File: src/rtl/cpu_pkg.sv
`default_nettype none
// ============================================================================
// Module      : cpu_pkg
// Description : Shared encodings for the memory/writeback stage: branch
//               condition codes, memory-access FSM states, timeout default.
// Revision    : 1.0 - initial release
// ============================================================================
package cpu_pkg;

  // Branch condition codes carried on MEM_branch_cond
  localparam logic [2:0] BR_NONE   = 3'b000;  // never
  localparam logic [2:0] BR_Z      = 3'b001;  // zero
  localparam logic [2:0] BR_NZ     = 3'b010;  // not zero
  localparam logic [2:0] BR_N      = 3'b011;  // negative
  localparam logic [2:0] BR_GT     = 3'b100;  // not negative and not zero
  localparam logic [2:0] BR_LE     = 3'b101;  // negative or zero
  localparam logic [2:0] BR_OV     = 3'b110;  // overflow
  localparam logic [2:0] BR_ALWAYS = 3'b111;  // unconditional

  // Data-memory access sequencer states
  typedef enum logic [1:0] {
    MS_IDLE = 2'b00,
    MS_WAIT = 2'b01,
    MS_DONE = 2'b10
  } mem_state_t;

  // Default number of WAIT cycles before an access is abandoned
  localparam int TIMEOUT_DEFAULT = 16;

endpackage
`default_nettype wire

File: src/rtl/branch_resolve.sv
`default_nettype none
// ============================================================================
// Module      : branch_resolve
// Description : Combinational branch decision from a condition code and the
//               ALU flags, qualified by an enable.
// Revision    : 1.0 - initial release
// ============================================================================
module branch_resolve
  import cpu_pkg::*;
(
  input  logic [2:0] cond,
  input  logic       flag_ov,
  input  logic       flag_neg,
  input  logic       flag_zero,
  input  logic       enable,
  output logic       taken
);

  logic hit;

  // Evaluate the condition code against the flags, then gate with enable
  always_comb begin
    hit = 1'b0;
    case (cond)
      BR_NONE:   hit = 1'b0;
      BR_Z:      hit = flag_zero;
      BR_NZ:     hit = ~flag_zero;
      BR_N:      hit = flag_neg;
      BR_GT:     hit = ~flag_neg & ~flag_zero;
      BR_LE:     hit = flag_neg | flag_zero;
      BR_OV:     hit = flag_ov;
      BR_ALWAYS: hit = 1'b1;
      default:   hit = 1'b0;
    endcase
    taken = enable & hit;
  end

endmodule
`default_nettype wire

File: src/rtl/mem_wb_stage.sv
`default_nettype none
// ============================================================================
// Module      : mem_wb_stage
// Description : Memory stage: runs the data-memory req/ack handshake with a
//               timeout, stalls upstream while an access is outstanding,
//               resolves branches and holds the MEM/WB pipeline register.
// Revision    : 1.0 - initial release
// ============================================================================
module mem_wb_stage
  import cpu_pkg::*;
#(
  parameter int ADDR_W  = 5,
  parameter int TIMEOUT = TIMEOUT_DEFAULT
) (
  input  logic              clk,
  input  logic              rst_n,
  input  logic              hlt,
  input  logic              MEM_re,
  input  logic              MEM_we,
  input  logic              MEM_mem_ALU_select,
  input  logic              MEM_sprite_ALU_select,
  input  logic              MEM_use_dst_reg,
  input  logic              MEM_flag_ov,
  input  logic              MEM_flag_neg,
  input  logic              MEM_flag_zero,
  input  logic [2:0]        MEM_branch_cond,
  input  logic [ADDR_W-1:0] MEM_addr,
  input  logic [31:0]       MEM_data,
  input  logic [31:0]       MEM_ALU_result,
  input  logic [31:0]       MEM_sprite_data,
  input  logic [21:0]       MEM_PC_out,
  input  logic [4:0]        MEM_dst_reg,
  output logic              dmem_req,
  output logic              dmem_we,
  output logic [ADDR_W-1:0] dmem_addr,
  output logic [31:0]       dmem_wdata,
  input  logic              dmem_ack,
  input  logic [31:0]       dmem_rdata,
  output logic              mem_stall,
  output logic              mem_err,
  output logic              branch_taken,
  output logic [21:0]       branch_target,
  output logic              WB_use_dst_reg,
  output logic [4:0]        WB_dst_reg,
  output logic [31:0]       WB_data
);

  // Last counter value of the WAIT window; the counter starts at 0 on entry
  localparam logic [7:0] CNT_LAST = 8'(TIMEOUT - 1);

  mem_state_t  state;
  mem_state_t  state_nxt;
  logic        access;
  logic        start;
  logic        got_ack;
  logic        timed_out;
  logic [7:0]  cnt;
  logic [31:0] rdata_q;
  logic [31:0] wb_data_nxt;
  logic        wb_suppress;
  logic        br_enable;

  // A store wins when both request bits are set (dmem_we follows MEM_we)
  assign access = MEM_re | MEM_we;

  // Access sequencer state register
  always_ff @(posedge clk or negedge rst_n) begin
    if (!rst_n) begin
      state <= MS_IDLE;
    end else begin
      state <= state_nxt;
    end
  end

  // Next-state decode, handshake events and upstream stall
  always_comb begin
    state_nxt = state;
    start     = 1'b0;
    got_ack   = 1'b0;
    timed_out = 1'b0;
    mem_stall = 1'b0;
    case (state)
      MS_IDLE: begin
        mem_stall = access;
        if (access && !hlt) begin
          start     = 1'b1;
          state_nxt = MS_WAIT;
        end
      end
      MS_WAIT: begin
        // hlt deliberately does not abort an outstanding access
        mem_stall = 1'b1;
        if (dmem_ack) begin
          got_ack   = 1'b1;
          state_nxt = MS_DONE;
        end else if (cnt == CNT_LAST) begin
          timed_out = 1'b1;
          state_nxt = MS_DONE;
        end
      end
      MS_DONE: begin
        // Stall released here so upstream advances at the end of DONE
        state_nxt = MS_IDLE;
      end
      default: begin
        state_nxt = MS_IDLE;
      end
    endcase
  end

  // Memory interface registers, wait counter, read-data capture, error pulse
  always_ff @(posedge clk or negedge rst_n) begin
    if (!rst_n) begin
      dmem_req   <= 1'b0;
      dmem_we    <= 1'b0;
      dmem_addr  <= '0;
      dmem_wdata <= '0;
      cnt        <= '0;
      rdata_q    <= '0;
      mem_err    <= 1'b0;
    end else begin
      mem_err <= 1'b0;
      if (start) begin
        dmem_req   <= 1'b1;
        dmem_we    <= MEM_we;
        dmem_addr  <= MEM_addr;
        dmem_wdata <= MEM_data;
        cnt        <= '0;
      end else if (got_ack) begin
        dmem_req <= 1'b0;
        rdata_q  <= dmem_rdata;
      end else if (timed_out) begin
        dmem_req <= 1'b0;
        rdata_q  <= '0;
        mem_err  <= 1'b1;
      end else if (state == MS_WAIT) begin
        cnt <= cnt + 8'd1;
      end
    end
  end

  // Writeback source select; in DONE the captured read data is used
  assign wb_data_nxt = MEM_mem_ALU_select
                     ? ((state == MS_DONE) ? rdata_q : dmem_rdata)
                     : (MEM_sprite_ALU_select ? MEM_sprite_data : MEM_ALU_result);

  // A store completing in DONE must not write the register file
  assign wb_suppress = (state == MS_DONE) & MEM_we;

  // MEM/WB pipeline register: frozen by hlt, bubble while stalled
  always_ff @(posedge clk or negedge rst_n) begin
    if (!rst_n) begin
      WB_use_dst_reg <= 1'b0;
      WB_dst_reg     <= '0;
      WB_data        <= '0;
    end else if (!hlt) begin
      if (mem_stall) begin
        WB_use_dst_reg <= 1'b0;
      end else begin
        WB_use_dst_reg <= MEM_use_dst_reg & ~wb_suppress;
        WB_dst_reg     <= MEM_dst_reg;
        WB_data        <= wb_data_nxt;
      end
    end
  end

  assign br_enable     = ~hlt & ~mem_stall;
  assign branch_target = MEM_PC_out;

  branch_resolve u_branch_resolve (
    .cond      (MEM_branch_cond),
    .flag_ov   (MEM_flag_ov),
    .flag_neg  (MEM_flag_neg),
    .flag_zero (MEM_flag_zero),
    .enable    (br_enable),
    .taken     (branch_taken)
  );

endmodule
`default_nettype wire

File: config.mk
export PLATFORM = sky130hd
export DESIGN_NAME = mem_wb_stage
export DESIGN_NICKNAME = d
export VERILOG_FILES = /design/src/rtl/cpu_pkg.sv /design/src/rtl/branch_resolve.sv /design/src/rtl/mem_wb_stage.sv
export SDC_FILE = /design/constraint.sdc
export NUM_CORES = 1
export LEC_CHECK = 0
export CORE_AREA = 2 2 113 115
export CTS_CLUSTER_SIZE = 28
export DETAILED_ROUTE_END_ITERATION = 7
export DIE_AREA = 0 0 115 117
export DONT_BUFFER_PORTS = 1
export PLACE_DENSITY = 0.66
export SYNTH_ARGS = -nofsm -noshare
export SYNTH_HDL_FRONTEND = slang
export SYNTH_SLANG_ARGS = --single-unit
File: constraint.sdc
create_clock -name clk -period 3 [get_ports clk]
set_clock_uncertainty 0.2 [all_clocks]
set_input_delay 0.3 -clock clk [delete_from_list [all_inputs] [get_ports clk]]
set_output_delay 0.3 -clock clk [all_outputs]
set_load 0.005 [all_outputs]
; ---- Word level (Yosys, flattened, before mapping)
; Cells that the tools add are included.
; W data, S select, Z words.
[totals]
reg_bits = 120
input_bits = 175
out_inout_bits = 102
wordCells = 79
[op_classes]
add_sub_neg = 1
eq_ne = 14
muxes = 29
n_bitwise = 13
reduce_logical = 11
[ops]
columns = cell, n
row1 = $mux W32, 5
row2 = $mux W8, 4
row3 = $mux W1, 14
row4 = $eq A3 B3 Y1 const B, 4
row5 = $add A8 B1 Y8 const B, 1
row6 = $eq A8 B4 Y1 const B, 1
row7 = $pmux W1 S8, 1
row8 = $eq A3 B2 Y1 const B, 2
row9 = $mux W2, 3
row10 = $ne A2 B2 Y1 const B, 3
row11 = $not A1 Y1, 6
row12 = $reduce_and A2 Y1, 3
row13 = $and A1 B1 Y1, 5
row14 = $pmux W2 S2, 1
row15 = $reduce_bool A2 Y1, 2
row16 = $eq A3 B1 Y1 const B, 1
row17 = $logic_not A3 Y1, 1
row18 = $ne A3 B3 Y1 const B, 1
row19 = $reduce_and A3 Y1, 1
row20 = $reduce_bool A3 Y1, 1
row21 = $eq A2 B1 Y1 const B, 1
row22 = $eq A2 B2 Y1 const B, 1
row23 = $logic_not A2 Y1, 1
row24 = $or A1 B1 Y1, 2
row25 = other kinds (3), 3

; ---- Logic depth before layout (Yosys ltp)
[logic_depth]
ltp_word = 7
ltp_mapped = 6
ltp_nobuf = 4

; ---- Modules after synthesis
; A second synthesis with hierarchy kept.
[unflattened]
cells_unflattened = 656
hier_area_um2 = 6271.0
[modules_own_cells]
columns = module, instances, cells_per_inst, area_per_inst_um2, seq_area_each_um2
row1 = mem_wb_stage, 1, 647, 6208.5, 3002.9
row2 = branch_resolve, 1, 9, 62.6, 0.0

; ---- Least setup slack after synthesis
; No wires, ideal clock.
[synth_path]
path_kind = reg2out
start = register state[0]
end = output port branch_taken
arrival_time_ps = 1640
required_time_ps = 2500
setup_slack_ps = 860
stages_incl_launch_ff = 6
n_path_buf = 2
path_cell_list = dfrtp_1 -> or4_1 -> buf_2 -> and2_4 -> buf_6 -> nor4_1
[synth_between]
elab_chain_len = 5
word_cells_on_any_way = 6
classes_between = eq/ne: 1 / mux: 1 / bitwise: 3 / reduce/logical: 1
[synth_rtl]
columns = item, line_no
row1 = start: declaration, mem_wb_stage.sv:51  ; mem_state_t state;
row2 = start signal: assignment, mem_wb_stage.sv:71  ; state <= state_nxt;
row3 = $eq A2 B1 Y1 / $logic_not A2 Y1 (equally long branches), mem_wb_stage.sv:82  ; case (state)
row4 = $pmux W1 S2 *, mem_wb_stage.sv:82
row5 = $not A1 Y1 (no line) *, -
row6 = $and A1 B1 Y1 *, mem_wb_stage.sv:167  ; assign br_enable = ~hlt & ~mem_stall;
row7 = $and A1 B1 Y1 *, branch_resolve.sv:35  ; taken = enable & hit;
row8 = end: declaration, mem_wb_stage.sv:41  ; output logic branch_taken,
; Mark *: on every way between the ends. The rest lies on a longest branch, timed or not.

; ---- Worst setup path after layout
; Ends and elaborated chain as after synthesis.

==> impl_metrics.json <==
{
  "status": "finished with violations",
  "violations": "negative hold slack",
  "ant_nets": 0,
  "layout_worst_path_cycle_share_pct": 89.7,
  "ctsHoldBuffers": 120,
  "yosysUniqueCellTypes": 42,
  "numPortBuffers": 0,
  "io_pins": 277,
  "drv_slew": 0,
  "rr_worst_depth": 5,
  "die_area_sq_um": 13500,
  "worstSetupPathType": "flip-flop to output pin",
  "ys_ff_latch": 120,
  "synthCells": 595,
  "hold_path.class": "primary input to asynchronous set/reset pin",
  "crit_arrival_ps": 2190,
  "yosys_warnings": 0,
  "initial_core_util_pct": 50.3,
  "core_sq_um": 12300,
  "met2_usage_pct": 43.3,
  "routed_wl_um": 17400,
  "grt_pass1_vias": 5166,
  "grt_max_degree": 121,
  "min_period_ps": 2690,
  "syn_area_sq_um": 6190,
  "top_usage_layer": "met2",
  "maxCapViolations": 0,
  "worstPathRequired_ps": 2500,
  "grtUsageTotal_pct": 25.6,
  "postSynthAreaPerCell_sq_um": 10.4,
  "overflow": 0,
  "cp-start-kind": "flip-flop",
  "drc": 0,
  "ff2ff_setup_slack_ps": 770,
  "max_freq_mhz": 372,
  "mostFrequentLayoutCell": "dfrtp_1",
  "grt_antenna_before_repair": 0,
  "gp_congestion": 0.877,
  "clock_sinks": 120,
  "grt_use_met1_pct": 30.2,
  "drt_iter0_drc": 253,
  "critical-path-top-delay-family": "simple AND/OR/NAND/NOR gates",
  "critPathCaptureType": "output pin",
  "rr_startpoint": "state[0]$_DFFE_PN0P_",
  "pwr_density_cell_nw_per_um2": 756,
  "cts_buffer_depth": 2,
  "cts_tree": "yes",
  "synthesis.nets": 771,
  "viasPerCell": 6.05,
  "rr_endpoint": "rdata_q[0]$_DFFE_PN0P_",
  "cts_made_buffers": 17,
  "finalHoldViolCount": 120,
  "worst_pin_slew_ps": 1070,
  "grtUsageMet3_pct": 8.86,
  "htreeDepth": 4,
  "clk_latency_ps": 410,
  "worst_hold_slack_ps": -622,
  "reg_top3": "WB_data x32, dmem_wdata x32, rdata_q x32",
  "slew_headroom_pct": 28.9,
  "rows": 41,
  "grt_pass1_wl_um": 26700,
  "final_nets": 845,
  "p_leak_nw": 3.38,
  "die_w_um": 115,
  "cp_slowest_cell": "or4_1",
  "setup_viol": 0,
  "die_h_um": 117,
  "root_buffer": "clkbuf_16",
  "yosysSeqAreaShare_pct": 48.5,
  "clk_pin_slew_ps": 50,
  "max_stage_delay_ps": 560,
  "vias": 5030,
  "n_antenna_cell": 0,
  "final_cell_mix": "dfrtp_1 (120), dlygate4sd3_1 (119), nand2_1 (70), a211oi_1 (67), mux2_2 (40)",
  "avgRoutedWirePerCell_um": 21.0,
  "synthToLayoutAreaGrowth_pct": 27.9,
  "path_cells": "or4_1 > and2_4 > nor4_1",
  "layout-drive-gt1-share_pct": 15.6,
  "first_pass_iters": 5,
  "vdd_ir_drop_max_uv": 445,
  "crit_fanout": 38,
  "final.setup.tns_ps": 0,
  "rsz0062_at_grt": "false",
  "crit_buf_inv": 0,
  "dpl.hpwl_um": 10100,
  "post-route-util_pct": 64.3
}
==> repair_timing <==
| action | 4_1_cts | 5_1_grt |
|---|---|---|
| setup buffers | 0 | 0 |
| resized for setup | 0 | 0 |
| hold endpoints to repair | 232 | 120 |
==> cells by family (layout without fill, tap and decap cells) <==
logic type	after synthesis	count (layout)	share of synthesized area, %
AOI/OAI and AO/OA	151	151	18.1
adders and majority gates	1	1	0.202
buffers and inverters	77	163	6.53
and+or+nand+nor	200	200	18.3
DFF	120	120	48.5
muxes	46	46	8.31
==> metrics by stage <==
stage	instance area (sq um)	worst slack, ps	hold WS [ps]	instances	power, W
global route	7910	218	-641	831	0.00630
finish	7910	309	-622	831	0.00598
global placement	6080	788	-193	680	0.00364
detailed placement	6080	765	-193	680	0.00372
floorplan	6190	860	-196	595	0.00345
CTS	7910	321	-635	831	0.00599
==> power breakdown <==
group          switching, W  internal [W]
combinational      0.000566      0.000623
clock              0.000723       0.00139
sequential         0.000456       0.00222
==> worst max path at each step <==
stage / from / end / slack [ps] / cells after the start
finish: state[0]$_DFFE_PN0P_ / branch_taken / 310 / 3
global route: state[0]$_DFFE_PN0P_ / branch_taken / 220 / 3
CTS: state[0]$_DFFE_PN0P_ / branch_taken / 320 / 3
detailed placement: state[0]$_DFFE_PN0P_ / branch_taken / 770 / 3
global placement: state[0]$_DFFE_PN0P_ / branch_taken / 790 / 3
floorplan: state[0]$_DFFE_PN0P_ / branch_taken / 860 / 5
==> worst reg2reg max path: stages (launching register included) <==
cell       delay (ps)
dfrtp_1           430
buf_4             360
nand4bb_1         350
nor3_4            240
buf_4             350
o21ai_0           160
==> cells in the mapped netlist <==
cell type	number	area (sq um)
o221ai_1	1	8.76
mux2_1	3	33.8
nor2b_1	33	206
nand3_1	34	170
clkbuf_1	36	135
and4_1	1	8.76
o31ai_2	20	250
inv_1	3	11.3
buf_6	3	33.8
nand4bb_1	1	11.3
a21o_1	1	7.51
o31ai_1	14	105
and3b_1	33	289
mux2i_1	3	30.0
nor3b_1	1	7.51
and2_4	1	8.76
mux2_2	40	450
a21oi_1	5	25.0
a211oi_1	67	503
o21ai_1	2	10.0
nand4b_1	1	8.76
nor2_1	4	15.0
nor3b_2	1	12.5
o21bai_1	1	7.51
or2_2	1	6.26
dfrtp_1	120	3000
ha_1	1	12.5
or4_1	5	37.5
nor3_2	1	10.0
nand3b_1	1	7.51
clkbuf_2	2	10.0
or3_1	1	6.26
buf_4	22	165
nor4_1	2	12.5
nand2b_1	5	31.3
and3_1	2	12.5
o21ai_0	39	195
nor3_1	2	10.0
o2111ai_1	1	8.76
buf_1	5	18.8
buf_2	6	30.0
nand2_1	70	263
==> layout make-up <==
cell class | count | area, sq um
inverters | 3 | 11.3
flip-flops and latches | 120 | 3000
clock buffers | 21 | 480
repair buffers | 129 | 1290
fillers | 972 | 4400
clock inverters | 10 | 144
well taps | 150 | 188
multi-input cells | 398 | 2800
==> routing by layer <==
layer	share of wire [%]	vias to the layer above
met2	50	241
met3	8.1	38
met4	1.9	0
met1	40	2466
li1	-	2285
met5	0	-
(Power assumes the default switching activity.)
